--- src/rtl/dma_chan_arbiter.sv ---
// dma_chan_arbiter: shares a single DMA engine between NR_CHAN requesting channels.
// Channels are served round-robin. The winner's descriptor is latched and driven
// to the engine, and the engine's status word is monitored until completion or
// timeout. A one-cycle done/error pulse is then returned to the granted channel.
// Build option: define DMA_ARB_PRIO_EN to give channel 0 fixed top priority.
module dma_chan_arbiter #(
  parameter int NR_CHAN        = 4,
  parameter int DATA_WIDTH     = 32,
  parameter int TIMEOUT_CYCLES = 1024
) (
  input  logic                            clk_i,
  input  logic                            rst_ni,
  input  logic [NR_CHAN-1:0]              req_i,
  input  logic [NR_CHAN*DATA_WIDTH-1:0]   len_i,
  input  logic [NR_CHAN*2*DATA_WIDTH-1:0] src_i,
  input  logic [NR_CHAN*2*DATA_WIDTH-1:0] dst_i,
  output logic [NR_CHAN-1:0]              gnt_o,
  output logic [NR_CHAN-1:0]              chan_done_o,
  output logic [NR_CHAN-1:0]              chan_err_o,
  output logic                            busy_o,
  output logic [DATA_WIDTH-1:0]           dma_start_o,
  output logic [DATA_WIDTH-1:0]           dma_length_o,
  output logic [DATA_WIDTH-1:0]           dma_src_lsb_o,
  output logic [DATA_WIDTH-1:0]           dma_src_msb_o,
  output logic [DATA_WIDTH-1:0]           dma_dst_lsb_o,
  output logic [DATA_WIDTH-1:0]           dma_dst_msb_o,
  output logic [DATA_WIDTH-1:0]           dma_done_o,
  input  logic [DATA_WIDTH-1:0]           dma_valid_i
);

  localparam int IDX_W = $clog2(NR_CHAN);

  typedef enum logic [2:0] {IDLE, ISSUE, WAIT, DONE_ACK, RELEASE} state_e;

  state_e                state_q, state_d;
  logic [IDX_W-1:0]      ptr_q, gidx_q, pick_idx, ptr_next;
  logic                  pick_vld;
  logic                  issue_cnt_q;
  logic [15:0]           cnt_q;
  logic                  err_q;
  logic [NR_CHAN-1:0]    gnt_q;
  logic [DATA_WIDTH-1:0] len_q, src_lsb_q, src_msb_q, dst_lsb_q, dst_msb_q;
  logic                  done_seen, timeout_hit;
  logic                  unused_valid_bits;

  // Only the store (bit2) and done (bit3) flags influence the controller.
  assign unused_valid_bits = ^{dma_valid_i[DATA_WIDTH-1:4], dma_valid_i[1:0]};

  assign done_seen   = dma_valid_i[3];
  assign timeout_hit = (cnt_q == 16'(TIMEOUT_CYCLES - 1));
  assign ptr_next    = (gidx_q == IDX_W'(NR_CHAN - 1)) ? '0 : gidx_q + 1'b1;

  function automatic logic [IDX_W-1:0] wrap_idx(input int v);
    wrap_idx = IDX_W'(v % NR_CHAN);
  endfunction

  // Round-robin pick: first requesting channel at or after ptr, with wrap.
  always_comb begin
    pick_vld = 1'b0;
    pick_idx = '0;
    for (int i = 0; i < NR_CHAN; i++) begin
      if (!pick_vld && req_i[wrap_idx(int'(ptr_q) + i)]) begin
        pick_vld = 1'b1;
        pick_idx = wrap_idx(int'(ptr_q) + i);
      end
    end
`ifdef DMA_ARB_PRIO_EN
    if (req_i[0]) begin
      pick_vld = 1'b1;
      pick_idx = '0;
    end
`endif
  end

  // State register; async reset aborts any transfer without a done pulse.
  always_ff @(posedge clk_i or negedge rst_ni) begin
    if (!rst_ni) state_q <= IDLE;
    else         state_q <= state_d;
  end

  // Next-state and engine/channel strobes decoded from the current state.
  always_comb begin
    state_d      = state_q;
    busy_o       = 1'b1;
    dma_start_o  = '0;
    dma_done_o   = '0;
    chan_done_o  = '0;
    chan_err_o   = '0;
    unique case (state_q)
      IDLE: begin
        busy_o = 1'b0;
        if (pick_vld) state_d = ISSUE;
      end
      ISSUE: begin
        dma_start_o = DATA_WIDTH'(1);
        if (issue_cnt_q) state_d = WAIT;
      end
      WAIT: begin
        if (done_seen || timeout_hit) state_d = DONE_ACK;
      end
      DONE_ACK: begin
        dma_done_o  = DATA_WIDTH'(1);
        chan_done_o = gnt_q;
        chan_err_o  = err_q ? gnt_q : '0;
        state_d     = RELEASE;
      end
      RELEASE: state_d = IDLE;
      default: state_d = IDLE;
    endcase
  end

  // Grant, descriptor latch, wait counter, error flag and round-robin pointer.
  always_ff @(posedge clk_i or negedge rst_ni) begin
    if (!rst_ni) begin
      ptr_q       <= '0;
      gidx_q      <= '0;
      gnt_q       <= '0;
      issue_cnt_q <= 1'b0;
      cnt_q       <= '0;
      err_q       <= 1'b0;
      len_q       <= '0;
      src_lsb_q   <= '0;
      src_msb_q   <= '0;
      dst_lsb_q   <= '0;
      dst_msb_q   <= '0;
    end else begin
      unique case (state_q)
        IDLE: begin
          if (pick_vld) begin
            gidx_q      <= pick_idx;
            gnt_q       <= NR_CHAN'(1) << pick_idx;
            issue_cnt_q <= 1'b0;
            err_q       <= 1'b0;
            len_q       <= len_i[int'(pick_idx)*DATA_WIDTH +: DATA_WIDTH];
            src_lsb_q   <= src_i[int'(pick_idx)*2*DATA_WIDTH +: DATA_WIDTH];
            src_msb_q   <= src_i[int'(pick_idx)*2*DATA_WIDTH + DATA_WIDTH +: DATA_WIDTH];
            dst_lsb_q   <= dst_i[int'(pick_idx)*2*DATA_WIDTH +: DATA_WIDTH];
            dst_msb_q   <= dst_i[int'(pick_idx)*2*DATA_WIDTH + DATA_WIDTH +: DATA_WIDTH];
          end
        end
        ISSUE: issue_cnt_q <= 1'b1;
        WAIT: begin
          cnt_q <= cnt_q + 16'd1;
          // A done report takes precedence over a coincident timeout.
          if (done_seen)        err_q <= ~dma_valid_i[2];
          else if (timeout_hit) err_q <= 1'b1;
        end
        DONE_ACK: gnt_q <= '0;
        RELEASE: begin
          cnt_q <= '0;
`ifdef DMA_ARB_PRIO_EN
          if (gidx_q != '0) ptr_q <= ptr_next;
`else
          ptr_q <= ptr_next;
`endif
        end
        default: ;
      endcase
    end
  end

  assign gnt_o         = gnt_q;
  assign dma_length_o  = len_q;
  assign dma_src_lsb_o = src_lsb_q;
  assign dma_src_msb_o = src_msb_q;
  assign dma_dst_lsb_o = dst_lsb_q;
  assign dma_dst_msb_o = dst_msb_q;

endmodule

--- config.mk ---
export PLATFORM = sky130hd
export DESIGN_NAME = dma_chan_arbiter
export DESIGN_NICKNAME = d
export VERILOG_FILES = /design/src/rtl/dma_chan_arbiter.sv
export SDC_FILE = /design/constraint.sdc
export NUM_CORES = 1
export LEC_CHECK = 0
export ABC_AREA = 1
export CORE_AREA = 8 8 353 355
export CTS_CLUSTER_DIAMETER = 30
export DETAILED_ROUTE_END_ITERATION = 8
export DIE_AREA = 0 0 361 363
export PLACE_DENSITY = 0.48
export SLEW_MARGIN = 10
export SYNTH_ARGS = -nofsm -noshare
export SYNTH_HDL_FRONTEND = slang
export SYNTH_SLANG_ARGS = --single-unit
--- constraint.sdc ---
create_clock -name clk_i -period 1.9 [get_ports clk_i]
set_input_delay 0.38 -clock clk_i [delete_from_list [all_inputs] [get_ports clk_i]]
set_output_delay 0.38 -clock clk_i [all_outputs]
set_load 0.01 [all_outputs]
; ---- After elaboration in Yosys (flattened, before gate mapping)
; Cells that the tools add are included.
[totals]
ff_bits = 189
in_bits = 678
out_inout_bits = 237
word_cells = 91
[classes]
n_addsub = 6
n_lt_le_gt_ge = 4
eq_ne = 10
n_shift = 6
muxes = 35
n_bitwise = 1
n_reduce_logical = 17
[ops]
columns = op, count
row1 = $shiftx A256 B9 Y32, 2
row2 = $shiftx A256 B10 Y32, 1
row3 = $shiftx A256 B32 Y32, 1
row4 = $shiftx A128 B8 Y32, 1
row5 = $pmux W16 S2, 1
row6 = $add A16 B1 Y16 const B, 1
row7 = $eq A16 B10 Y1 const B, 1
row8 = $mux W4, 4
row9 = $mux W1, 14
row10 = $lt A2 B3 Y1 const B, 4
row11 = $pmux W3 S4, 1
row12 = $mux W2, 5
row13 = $add A8 B6 Y9 const B, 1
row14 = $mux W3, 3
row15 = $bmux W1 S2, 4
row16 = $pmux W4 S2, 1
row17 = $reduce_bool A2 Y1, 4
row18 = $eq A3 B2 Y1 const B, 2
row19 = $ne A2 B2 Y1 const B, 3
row20 = $reduce_and A2 Y1, 3
row21 = $reduce_and A3 Y1, 2
row22 = $add A2 B1 Y2 const B, 2
row23 = $add A2 B2 Y2 const B, 2
row24 = $pmux W1 S2, 2
row25 = 10 further kinds, 14

; ---- Longest topological paths before layout
; Gate-level depths: netlist of the first run.
[logic_depth]
depth_word = 15
mapped_depth = 17

; ---- Least setup slack after synthesis of the first run
; Ideal clock, no wire load.
[synth_path]
path_kind = reg2reg
startpoint = reg ptr_q[0]
endpoint = reg src_msb_q[17] (netlist: dma_src_msb_o[17])
setup_time_ps = 117
arrival_ps = 1791
t_required_ps = 1783
slack_ps = -8
stages_incl_launch_ff = 17
n_path_buf = 4
synth_period_minus_slack_ps = 1908
cell_sequence = dfrtp_1 buf_4 nand2_1 nand2_1 nand2_1 nand2_1 nor2_4 nand3_1 nand3_1 buf_4 inv_4 buf_2 buf_2 nand2_1 nand2_1 nand2_1 nand2_1
[synth_via]
elab_chain_len = 14
elab_cells_between_ends = 28
cone_classes = add/sub: 4 / shift: 1 / mux: 16 / reduce/logical: 7
[synth_rtl]
columns = element, line_no
row1 = "start, declared", 36  ; logic [IDX_W-1:0] ptr_q, gidx_q, pick_idx, ptr_next;
row2 = "start signal, assigned", 154  ; ptr_q <= ptr_next;
row3 = "parallel branches: the longest is 14 deep, another holds $add A8 B6 Y9", --
row4 = "end signal, assigned", 136  ; src_msb_q <= src_i[int'(pick_idx)*2*DATA_WIDTH + DATA_WIDTH +: DATA_WIDTH];
row5 = "end, declared", 42  ; logic [DATA_WIDTH-1:0] len_q, src_lsb_q, src_msb_q, dst_lsb_q, dst_msb_q;
; Several ways; the timed one is not identified. The select of a mux whose other input is x is not followed.
; A chain may end at the register's enable or synchronous reset.

; ---- Final worst setup path of the first run
[layout_path]
startpoint = reg ptr_q[0]
endpoint = reg dst_msb_q[7] (netlist: dma_dst_msb_o[7])
[layout_via]
elab_chain_len = 14
elab_cells_between_ends = 28
cone_classes = add/sub: 4 / shift: 1 / mux: 16 / reduce/logical: 7
[layout_rtl]
columns = element, line_no
row1 = "parallel branches: the longest is 14 deep, another holds $add A8 B6 Y9", --
row2 = "end signal, assigned", 138  ; dst_msb_q <= dst_i[int'(pick_idx)*2*DATA_WIDTH + DATA_WIDTH +: DATA_WIDTH];
row3 = "end, declared", 42
; Several ways; the timed one is not identified. The select of a mux whose other input is x is not followed.

==> run_summary.xml, run 1 <==
<?xml version="1.0" encoding="UTF-8"?>
<metrics>
  <group name="outcome">
    <metric name="result_of_the_run" unit="">complete, but fails checks</metric>
    <metric name="failed_checks" unit="">setup timing</metric>
  </group>
  <group name="clocking">
    <metric name="cts.clk_slew.worst_paths" unit="ns">0.09</metric>
    <metric name="cts_root_buf" unit="">sky130_fd_sc_hd__clkbuf_16</metric>
    <metric name="numCtsBuffers" unit="">17</metric>
    <metric name="cts_htree_levels" unit="">4</metric>
    <metric name="clock-sinks" unit="">189</metric>
    <metric name="tritoncts_clock_tree" unit="">done</metric>
    <metric name="maximum_root_to_sink_buffer_count" unit="">2</metric>
    <metric name="latest_clock_arrival_within_the_worst_skew_pair" unit="ns">0.55</metric>
  </group>
  <group name="synth">
    <metric name="yosysTopAreaCellShare" unit="%">41.1</metric>
    <metric name="synthesis.yosys.warnings" unit="">0</metric>
    <metric name="synth_commonest_cells" unit="">sky130_fd_sc_hd__nand2_1 (1658), sky130_fd_sc_hd__nand4_1 (325), sky130_fd_sc_hd__dfrtp_1 (189), sky130_fd_sc_hd__clkbuf_1 (90), sky130_fd_sc_hd__buf_2 (89)</metric>
    <metric name="synthesis.area" unit="um2">15100</metric>
    <metric name="post_synth_inst_count" unit="">2592</metric>
    <metric name="share_of_flip_flops_with_an_asynchronous_set_or_reset" unit="%">100</metric>
    <metric name="synth.yosys.seq_area_share" unit="%">31.2</metric>
    <metric name="synth-edff-count" unit="">0</metric>
    <metric name="yosysMostFrequentCell" unit="">sky130_fd_sc_hd__nand2_1</metric>
    <metric name="syn-mean-instance-area" unit="um2">5.84</metric>
    <metric name="netlist-cell-type-count" unit="">31</metric>
    <metric name="synth.ff_latch_count" unit="">189</metric>
    <metric name="synth_top_cells_by_area" unit="">sky130_fd_sc_hd__nand2_1 (41%), sky130_fd_sc_hd__dfrtp_1 (31%), sky130_fd_sc_hd__nand4_1 (13%)</metric>
    <metric name="predominant_post_synthesis_flop_cell" unit="">sky130_fd_sc_hd__dfrtp_1</metric>
    <metric name="library_cell_occupying_the_most_area_in_the_post_synthesis_netlist" unit="">sky130_fd_sc_hd__nand2_1</metric>
  </group>
  <group name="place">
    <metric name="placement.io_buffers" unit="">822</metric>
    <metric name="place.gp.congestion" unit="">0.883</metric>
    <metric name="hpwl" unit="um">86400</metric>
  </group>
  <group name="setup_path">
    <metric name="critical_path_arrival" unit="ns">2.87</metric>
    <metric name="worst_ep_required_time" unit="ns">2.35</metric>
    <metric name="path_common_cell" unit="">sky130_fd_sc_hd__nand2_1</metric>
    <metric name="max_stage_delay" unit="ns">0.46</metric>
    <metric name="crit_path_end_kind" unit="">flip-flop</metric>
    <metric name="setup_crit_start" unit="">ptr_q[0]$_DFFE_PN0N_</metric>
    <metric name="timing.critical_path.fanout_max" unit="">19</metric>
    <metric name="cp_cell_sequence" unit="">buf_8 &gt; nand2_2 &gt; nand2_2 &gt; nand2_2 &gt; nand2_2 &gt; nor2_4 &gt; nand3_4 &gt; buf_12 &gt; buf_12 &gt; buf_12 &gt; buf_6 &gt; nand4_1 &gt; nand2_1 &gt; nand2_1 &gt; nand2_1 &gt; nand2_1 &gt; nand2_1</metric>
    <metric name="criticalPathCategory" unit="">flip-flop to flip-flop</metric>
    <metric name="regToRegStartpoint" unit="">ptr_q[0]$_DFFE_PN0N_</metric>
    <metric name="cpMaxStageDelayCell" unit="">sky130_fd_sc_hd__dfrtp_2</metric>
    <metric name="nature_of_the_critical_path_startpoint" unit="">flip-flop</metric>
  </group>
  <group name="power">
    <metric name="p_leak" unit="nW">14.2</metric>
    <metric name="ir_worst_vdd" unit="mV">1.01</metric>
    <metric name="report.power.total" unit="mW">61.9</metric>
    <metric name="power.switching" unit="mW">33.0</metric>
    <metric name="share_of_total_power_in_combinational_logic" unit="%">82.0</metric>
    <metric name="internal_power_contribution" unit="mW">28.9</metric>
    <metric name="sw_frac_of_total" unit="%">53.3</metric>
    <metric name="share_seq_of_total_power" unit="%">11.4</metric>
    <metric name="clkPwrFrac" unit="%">6.6</metric>
    <metric name="p_per_area" unit="nW/um2">2130</metric>
  </group>
  <group name="sta">
    <metric name="setup_viol" unit="">219</metric>
    <metric name="totalNegativeSetupSlack" unit="ns">-76.79</metric>
    <metric name="worstMarginPinSlew" unit="ns">0.563</metric>
    <metric name="rsz0062_at_grt" unit="">true</metric>
    <metric name="timing.fmax" unit="MHz">413</metric>
    <metric name="final_min_period_over_clock_period" unit="%">128</metric>
    <metric name="min_period" unit="ns">2.42</metric>
    <metric name="max-slew-margin-rel" unit="%">62.5</metric>
    <metric name="timing.final.hold_violations" unit="">0</metric>
    <metric name="clock-skew-final" unit="ns">0.0168</metric>
    <metric name="hold-worst-slack" unit="ns">0.386</metric>
    <metric name="report.final.slew_viol_count" unit="">0</metric>
    <metric name="final_critical_path_setup_slack" unit="ns">-0.523</metric>
  </group>
  <group name="run">
    <metric name="max-cap-violations" unit="">0</metric>
  </group>
  <group name="route">
    <metric name="drcViolationCount" unit="">0</metric>
    <metric name="firstDrtPassIters" unit="">5</metric>
    <metric name="drt.antenna.violating_nets" unit="">0</metric>
    <metric name="first_iter_violations" unit="">1788</metric>
    <metric name="drt-wirelength-per-cell" unit="um">22.1</metric>
    <metric name="detail_route.wirelength" unit="um">113000</metric>
    <metric name="post_drt_via_cell_ratio" unit="">4.09</metric>
    <metric name="via_count" unit="">20800</metric>
  </group>
  <group name="finish">
    <metric name="syn2layout_area_growth" unit="%">91.5</metric>
    <metric name="share_of_cells_above_drive_strength_1" unit="%">13.2</metric>
    <metric name="design.final.nets" unit="">4202</metric>
    <metric name="fillers" unit="">13400</metric>
  </group>
  <group name="global_route">
    <metric name="global_route_wire_length_before_repair" unit="um">150000</metric>
    <metric name="grt_use_total" unit="%">15.7</metric>
    <metric name="grt-ovfl-total" unit="">0</metric>
    <metric name="first_global_vias" unit="">20800</metric>
    <metric name="antenna_violations_before_repair" unit="">21</metric>
    <metric name="grt_start_max_net_pins" unit="">53</metric>
  </group>
  <group name="floorplan">
    <metric name="fp-row-count" unit="">127</metric>
    <metric name="num_io_pins" unit="">915</metric>
    <metric name="effective_utilization_at_floorplan" unit="%">12.7</metric>
    <metric name="dieWidth" unit="um">361</metric>
    <metric name="core" unit="um2">119000</metric>
    <metric name="die_footprint" unit="um2">131000</metric>
    <metric name="die_height" unit="um">363</metric>
  </group>
  <group name="hold_path">
    <metric name="hp-class" unit="">input port to asynchronous set/reset pin</metric>
  </group>
</metrics>
==> repair_timing <==
item / in CTS / in global routing
resized for setup: 152 / 79
endpoints found under the hold margin: 39 / 0
hold buffers: 1 / 0
pin swaps: 32 / 12
setup buffers: 18 / 15
setup endpoints to repair: 341 / 344
cloned: 5 / 16
==> logic make-up after synthesis <==
family | Yosys count | share of synthesized area (%)
AO/OA/AOI/OAI | 42 | 1.59
adder cells (fa/ha/maj) | 2 | 0.165
buffers and inverters | 322 | 10.6
flip-flops | 189 | 31.2
other | 1 | 0.0248
AND/OR/NAND/NOR | 2036 | 56.3
==> per-stage QoR <==
| step | instances | util [%] | area, um2 | worst slack, ns |
|---|---|---|---|---|
| 2_1_floorplan | 2653 | - | 15400 | 0.00345 |
| 3_5_place_dp | 4998 | 22.6 | 26900 | -0.978 |
| 6_report | 5096 | 24.4 | 29000 | -0.523 |
| 4_1_cts | 5054 | 23.7 | 28200 | -0.481 |
| 3_3_place_gp | 4998 | 22.6 | 26900 | -0.981 |
| 5_1_grt | 5093 | 24.4 | 29000 | -0.636 |
==> final timing paths <==
path | slack [ns] | cells after the start | to
worst max-delay path | -0.52 | 17 | dma_dst_msb_o[7]$_DFFE_PN0P_
worst min-delay path | 0.39 | 2 | dma_src_lsb_o[5]$_DFFE_PN0P_
worst max register to register | -0.52 | 17 | dma_dst_msb_o[7]$_DFFE_PN0P_
worst min register to register | 0.48 | 1 | cnt_q[3]$_DFFE_PN0P_
max in group asynchronous | 0.81 | 3 | dma_dst_lsb_o[28]$_DFFE_PN0P_
min in group clk_i | 0.48 | 1 | cnt_q[3]$_DFFE_PN0P_
==> layout by cell type (no fill, tap or decap), types with 3 or more instances in the layout <==
cell	count
sky130_fd_sc_hd__nand2_1	1565
sky130_fd_sc_hd__clkdlybuf4s50_1	809
sky130_fd_sc_hd__nand4_1	325
sky130_fd_sc_hd__dfrtp_1	187
sky130_fd_sc_hd__buf_4	166
sky130_fd_sc_hd__nand2_2	88
sky130_fd_sc_hd__buf_12	65
sky130_fd_sc_hd__conb_1	62
sky130_fd_sc_hd__inv_1	39
sky130_fd_sc_hd__clkbuf_16	30
sky130_fd_sc_hd__buf_6	30
sky130_fd_sc_hd__o21ai_0	19
sky130_fd_sc_hd__nor2_1	18
sky130_fd_sc_hd__buf_16	16
sky130_fd_sc_hd__buf_8	15
sky130_fd_sc_hd__diode_2	13
sky130_fd_sc_hd__nand3_1	13
sky130_fd_sc_hd__a21oi_1	7
sky130_fd_sc_hd__buf_2	7
sky130_fd_sc_hd__nor3_1	5
sky130_fd_sc_hd__nand2_4	5
sky130_fd_sc_hd__nand3_2	4
sky130_fd_sc_hd__nand3_4	4
sky130_fd_sc_hd__inv_6	4
sky130_fd_sc_hd__inv_8	4
sky130_fd_sc_hd__clkinv_8	4
sky130_fd_sc_hd__inv_2	3
sky130_fd_sc_hd__nor2_4	3
sky130_fd_sc_hd__nor3_2	3
sky130_fd_sc_hd__o21ai_1	3
sky130_fd_sc_hd__o31ai_1	3
==> routing by layer <==
layer	global-route usage [%]	share of wire, %	vias to the layer above
met2	25.8	48	876
met1	19.4	42	9778
li1	-	-	10100
met4	4.67	2.1	8
met3	5.19	8.8	90
met5	0	0.043	-
==> power by group through the flow <==
stage          clock network, mW  logic (mW)  registers [mW]
2_1_floorplan                  0        21.5            7.54
3_3_place_gp                   0        44.9            7.03
3_5_place_dp                   0        44.9            7.06
4_1_cts                     4.33        48.1            7.05
5_1_grt                     4.42        55.4            7.26
6_report                    4.07        50.8            7.06
==> cell type report <==
class	instances	area, um2	area share, %
Multi-Input combinational cell	2142	9410	32.4
Sequential cell	189	4730	16.3
Antenna cell	13	32.5	0.112
Timing Repair Buffer	1125	12100	41.6
Tap cell	1548	1940	6.68
Inverter	47	204	0.703
Clock buffer	17	425	1.47
Clock inverter	15	185	0.639
==> worst max-delay path, delay by kind of cell, from the launching register on <==
kind	cells	cell delay (ns)
and+or+nand+nor	12	0.98
buffers and inverters	5	0.81
DFF	1	0.46
==> flip-flops by register name, summed over array words and instances, names as in the netlist <==
name,count
dma_dst_lsb_o,32
issue_cnt_q,1
dma_length_o,32
state_q,3
ptr_q,2
gnt_o,4
err_q,1
cnt_q,16
dma_src_lsb_o,32
dma_src_msb_o,32
gidx_q,2
dma_dst_msb_o,32
(Power assumes the default switching activity.)
==> inputs of run 2 (changes only) <==
Settings changed: SLEW_MARGIN 10 to 0.
==> results of run 2 <==
Final layout, timing and power as in run 1 (identical DEF).
==> inputs of run 3 (changes only) <==
Settings changed: CORE_AREA 8 8 353 355 to 8 8 347 349, CTS_CLUSTER_SIZE set to 28, DIE_AREA 0 0 361 363 to 0 0 355 357, DONT_BUFFER_PORTS set to 1, PLACE_DENSITY 0.48 to 0.38.
Clock period 1.9 ns to 2 ns, I/O delays scaled along.
==> run 3 against run 2 <==
The run ends with hold timing, setup timing left. Register-to-register slack improved by 0.16 ns. Clock power barely moved. Count of clock-buffer cells in the layout did not move. Clock skew rose by 0.0033 ns. Global-route usage fell by 1.9 points. Routed wire length fell by 13%. Final cell count fell by 17%. Sequential power rose by 15%. Die area fell by 3.3%. Worst setup slack improved by 0.16 ns. Core utilization fell by 5.9 points. Critical path type unchanged. Largest power group unchanged.
==> run_summary.xml, run 3 (synthesized netlist as in run 1, its figures left out) <==
<?xml version="1.0" encoding="UTF-8"?>
<metrics>
  <group name="hold_path">
    <metric name="hp-class" unit="">input port to asynchronous set/reset pin</metric>
  </group>
  <group name="place">
    <metric name="pre_cts_ws" unit="ns">-0.549</metric>
    <metric name="hpwl" unit="um">69000</metric>
    <metric name="placement.io_buffers" unit="">0</metric>
    <metric name="placedCellCount" unit="">4101</metric>
    <metric name="place.gp.congestion" unit="">0.878</metric>
  </group>
  <group name="setup_path">
    <metric name="critical_path_arrival" unit="ns">2.82</metric>
    <metric name="path_common_cell" unit="">sky130_fd_sc_hd__nand2_1</metric>
    <metric name="nature_of_the_critical_path_startpoint" unit="">flip-flop</metric>
    <metric name="cpMaxStageDelayCell" unit="">sky130_fd_sc_hd__dfrtp_2</metric>
    <metric name="timing.critical_path.fanout_max" unit="">24</metric>
    <metric name="cp_cell_sequence" unit="">buf_6 &gt; nand2_1 &gt; nand3_1 &gt; nand2_2 &gt; inv_2 &gt; nand3_4 &gt; buf_12 &gt; buf_16 &gt; buf_16 &gt; nand4_1 &gt; nand2_1 &gt; nand2_1 &gt; nand2_1 &gt; nand2_1 &gt; nand2_1</metric>
    <metric name="criticalPathCategory" unit="">flip-flop to flip-flop</metric>
    <metric name="max_stage_delay" unit="ns">0.48</metric>
    <metric name="ff2ff_path_depth" unit="">15</metric>
    <metric name="crit_path_end_kind" unit="">flip-flop</metric>
    <metric name="worst_ep_required_time" unit="ns">2.46</metric>
  </group>
  <group name="global_route">
    <metric name="first_global_vias" unit="">17500</metric>
    <metric name="grt_use_total" unit="%">13.8</metric>
    <metric name="grt-ovfl-total" unit="">0</metric>
    <metric name="global_route_wire_length_before_repair" unit="um">128000</metric>
    <metric name="grt_start_max_net_pins" unit="">190</metric>
    <metric name="antenna_violations_before_repair" unit="">3</metric>
  </group>
  <group name="sta">
    <metric name="timing.final.hold_violations" unit="">189</metric>
    <metric name="report.final.slew_viol_count" unit="">0</metric>
    <metric name="rsz0062_at_grt" unit="">true</metric>
    <metric name="final_critical_path_setup_slack" unit="ns">-0.368</metric>
    <metric name="timing.fmax" unit="MHz">422</metric>
    <metric name="totalNegativeSetupSlack" unit="ns">-48.28</metric>
    <metric name="hold-worst-slack" unit="ns">-0.404</metric>
    <metric name="worstMarginPinSlew" unit="ns">0.588</metric>
    <metric name="min_period" unit="ns">2.37</metric>
    <metric name="max-slew-margin-rel" unit="%">60.8</metric>
    <metric name="final_min_period_over_clock_period" unit="%">118</metric>
    <metric name="clock-skew-final" unit="ns">0.0201</metric>
    <metric name="setup_viol" unit="">177</metric>
  </group>
  <group name="finish">
    <metric name="share_of_cells_above_drive_strength_1" unit="%">20.0</metric>
    <metric name="top_library_cells_by_usage_in_the_layout_fill_and_taps_aside" unit="">sky130_fd_sc_hd__nand2_1 (1455), sky130_fd_sc_hd__nand4_1 (325), sky130_fd_sc_hd__dfrtp_1 (188)</metric>
    <metric name="design.final.nets" unit="">3355</metric>
    <metric name="syn2layout_area_growth" unit="%">40.0</metric>
    <metric name="fillers" unit="">13300</metric>
    <metric name="layout.cells.most_common" unit="">sky130_fd_sc_hd__nand2_1</metric>
    <metric name="final-instance-count-excl-fill" unit="">4213</metric>
  </group>
  <group name="route">
    <metric name="firstDrtPassIters" unit="">6</metric>
    <metric name="first_iter_violations" unit="">1350</metric>
    <metric name="post_drt_via_cell_ratio" unit="">4.18</metric>
    <metric name="detail_route.wirelength" unit="um">97400</metric>
    <metric name="drcViolationCount" unit="">0</metric>
    <metric name="via_count" unit="">17600</metric>
    <metric name="drt.antenna.violating_nets" unit="">0</metric>
    <metric name="drt-wirelength-per-cell" unit="um">23.1</metric>
  </group>
  <group name="clocking">
    <metric name="cts_root_buf" unit="">sky130_fd_sc_hd__clkbuf_16</metric>
    <metric name="maximum_root_to_sink_buffer_count" unit="">2</metric>
    <metric name="cts.clk_slew.worst_paths" unit="ns">0.09</metric>
    <metric name="clock-sinks" unit="">189</metric>
    <metric name="numCtsBuffers" unit="">17</metric>
    <metric name="cts_htree_levels" unit="">4</metric>
    <metric name="tritoncts_clock_tree" unit="">done</metric>
    <metric name="latest_clock_arrival_within_the_worst_skew_pair" unit="ns">0.52</metric>
  </group>
  <group name="floorplan">
    <metric name="effective_utilization_at_floorplan" unit="%">13.2</metric>
    <metric name="fp-row-count" unit="">125</metric>
    <metric name="dieWidth" unit="um">355</metric>
    <metric name="die_footprint" unit="um2">127000</metric>
    <metric name="die_height" unit="um">357</metric>
    <metric name="core" unit="um2">115000</metric>
    <metric name="num_io_pins" unit="">915</metric>
  </group>
  <group name="power">
    <metric name="p_leak" unit="nW">11.2</metric>
    <metric name="share_of_total_power_in_combinational_logic" unit="%">78.8</metric>
    <metric name="p_per_area" unit="nW/um2">2720</metric>
    <metric name="share_seq_of_total_power" unit="%">14.1</metric>
    <metric name="clkPwrFrac" unit="%">7.0</metric>
    <metric name="internal_power_contribution" unit="mW">26.3</metric>
    <metric name="report.power.total" unit="mW">57.6</metric>
    <metric name="sw_frac_of_total" unit="%">54.3</metric>
    <metric name="power.switching" unit="mW">31.3</metric>
    <metric name="ir_worst_vdd" unit="mV">1.15</metric>
  </group>
  <group name="outcome">
    <metric name="result_of_the_run" unit="">complete, but fails checks</metric>
    <metric name="failed_checks" unit="">hold timing, setup timing</metric>
  </group>
  <group name="run">
    <metric name="max-cap-violations" unit="">0</metric>
  </group>
</metrics>
## run 3: changes by cell type in the layout (fill, tap and decap cells not counted), moves of 20 or more
cell                              before   now
sky130_fd_sc_hd__clkdlybuf4s50_1     809     0
sky130_fd_sc_hd__nand2_2              88   166
sky130_fd_sc_hd__nand2_4               5    37
sky130_fd_sc_hd__nand2_1            1565  1455
sky130_fd_sc_hd__buf_12               65    45
sky130_fd_sc_hd__buf_4               166   133
## run 3: worst max-delay path: cells and delay by family, from the launching register on
| family | cells | cell delay [ns] |
|---|---|---|
| DFF | 1 | 0.48 |
| and+or+nand+nor | 10 | 1.04 |
| buffers and inverters | 5 | 0.72 |
## run 3: through the flow
step	instance area (um2)	utilization, %
after CTS	20200	17.5
after global routing	21200	18.4
after detailed placement	17900	15.6
after floorplan	15400	-
final	21200	18.4
after global placement	17900	15.6
## run 3: layer usage
metal  vias to the layer above  global-route usage [%]  share of wire (%)
met3                       106                    3.99                7.1
met1                      8326                    17.1                 41
met2                       804                    23.0                 49
met5                         -                       0              0.028
met4                         4                    3.96                2.6
li1                       8378                       -                  -
## run 3: path summary, 6_finish.rpt
kind                                       from                      endpoint  slack, ns
setup / recovery           ptr_q[0]$_DFFE_PN0N_  dma_length_o[18]$_DFFE_PN0P_      -0.37
hold / removal                           rst_ni   dma_length_o[5]$_DFFE_PN0P_      -0.40
setup reg to reg           ptr_q[0]$_DFFE_PN0N_  dma_length_o[18]$_DFFE_PN0P_      -0.37
hold reg to reg            cnt_q[3]$_DFFE_PN0P_          cnt_q[3]$_DFFE_PN0P_       0.47
max in group asynchronous                rst_ni  dma_dst_lsb_o[9]$_DFFE_PN0P_       1.90
min in group clk_i               dma_valid_i[3]             err_q$_DFFE_PN0P_       0.10
## run 3: final cells by class
type                       instances  area (um2)  area share (%)
antenna                            1        2.50          0.0118
clock buffer                      17         425            2.01
clock inverter                    15         225            1.06
inverter                          47         198           0.933
multi-input combinational       2142        9820            46.3
sequential                       189        4730            22.3
tap                             1524        1910            9.00
timing repair buffer             274        3860            18.2
timing repair inverter             4        28.8           0.136
## run 3: timing repair
item / 4_1_cts / 5_1_grt
hold endpoints to repair: 189 / 189
setup buffers: 30 / 13
gates resized for setup: 173 / 205
endpoints found under the setup margin: 177 / 183
gates cloned: 26 / 19
pin swaps: 25 / 91
## run 3: power by group through the flow
stage / registers (mW) / clock network [mW] / logic [mW]
after global routing: 8.33 / 4.43 / 50.0
after global placement: 8.30 / 0 / 34.5
after detailed placement: 8.23 / 0 / 34.4
after CTS: 8.21 / 4.31 / 42.3
after floorplan: 7.16 / 0 / 20.5
final: 8.13 / 4.06 / 45.4
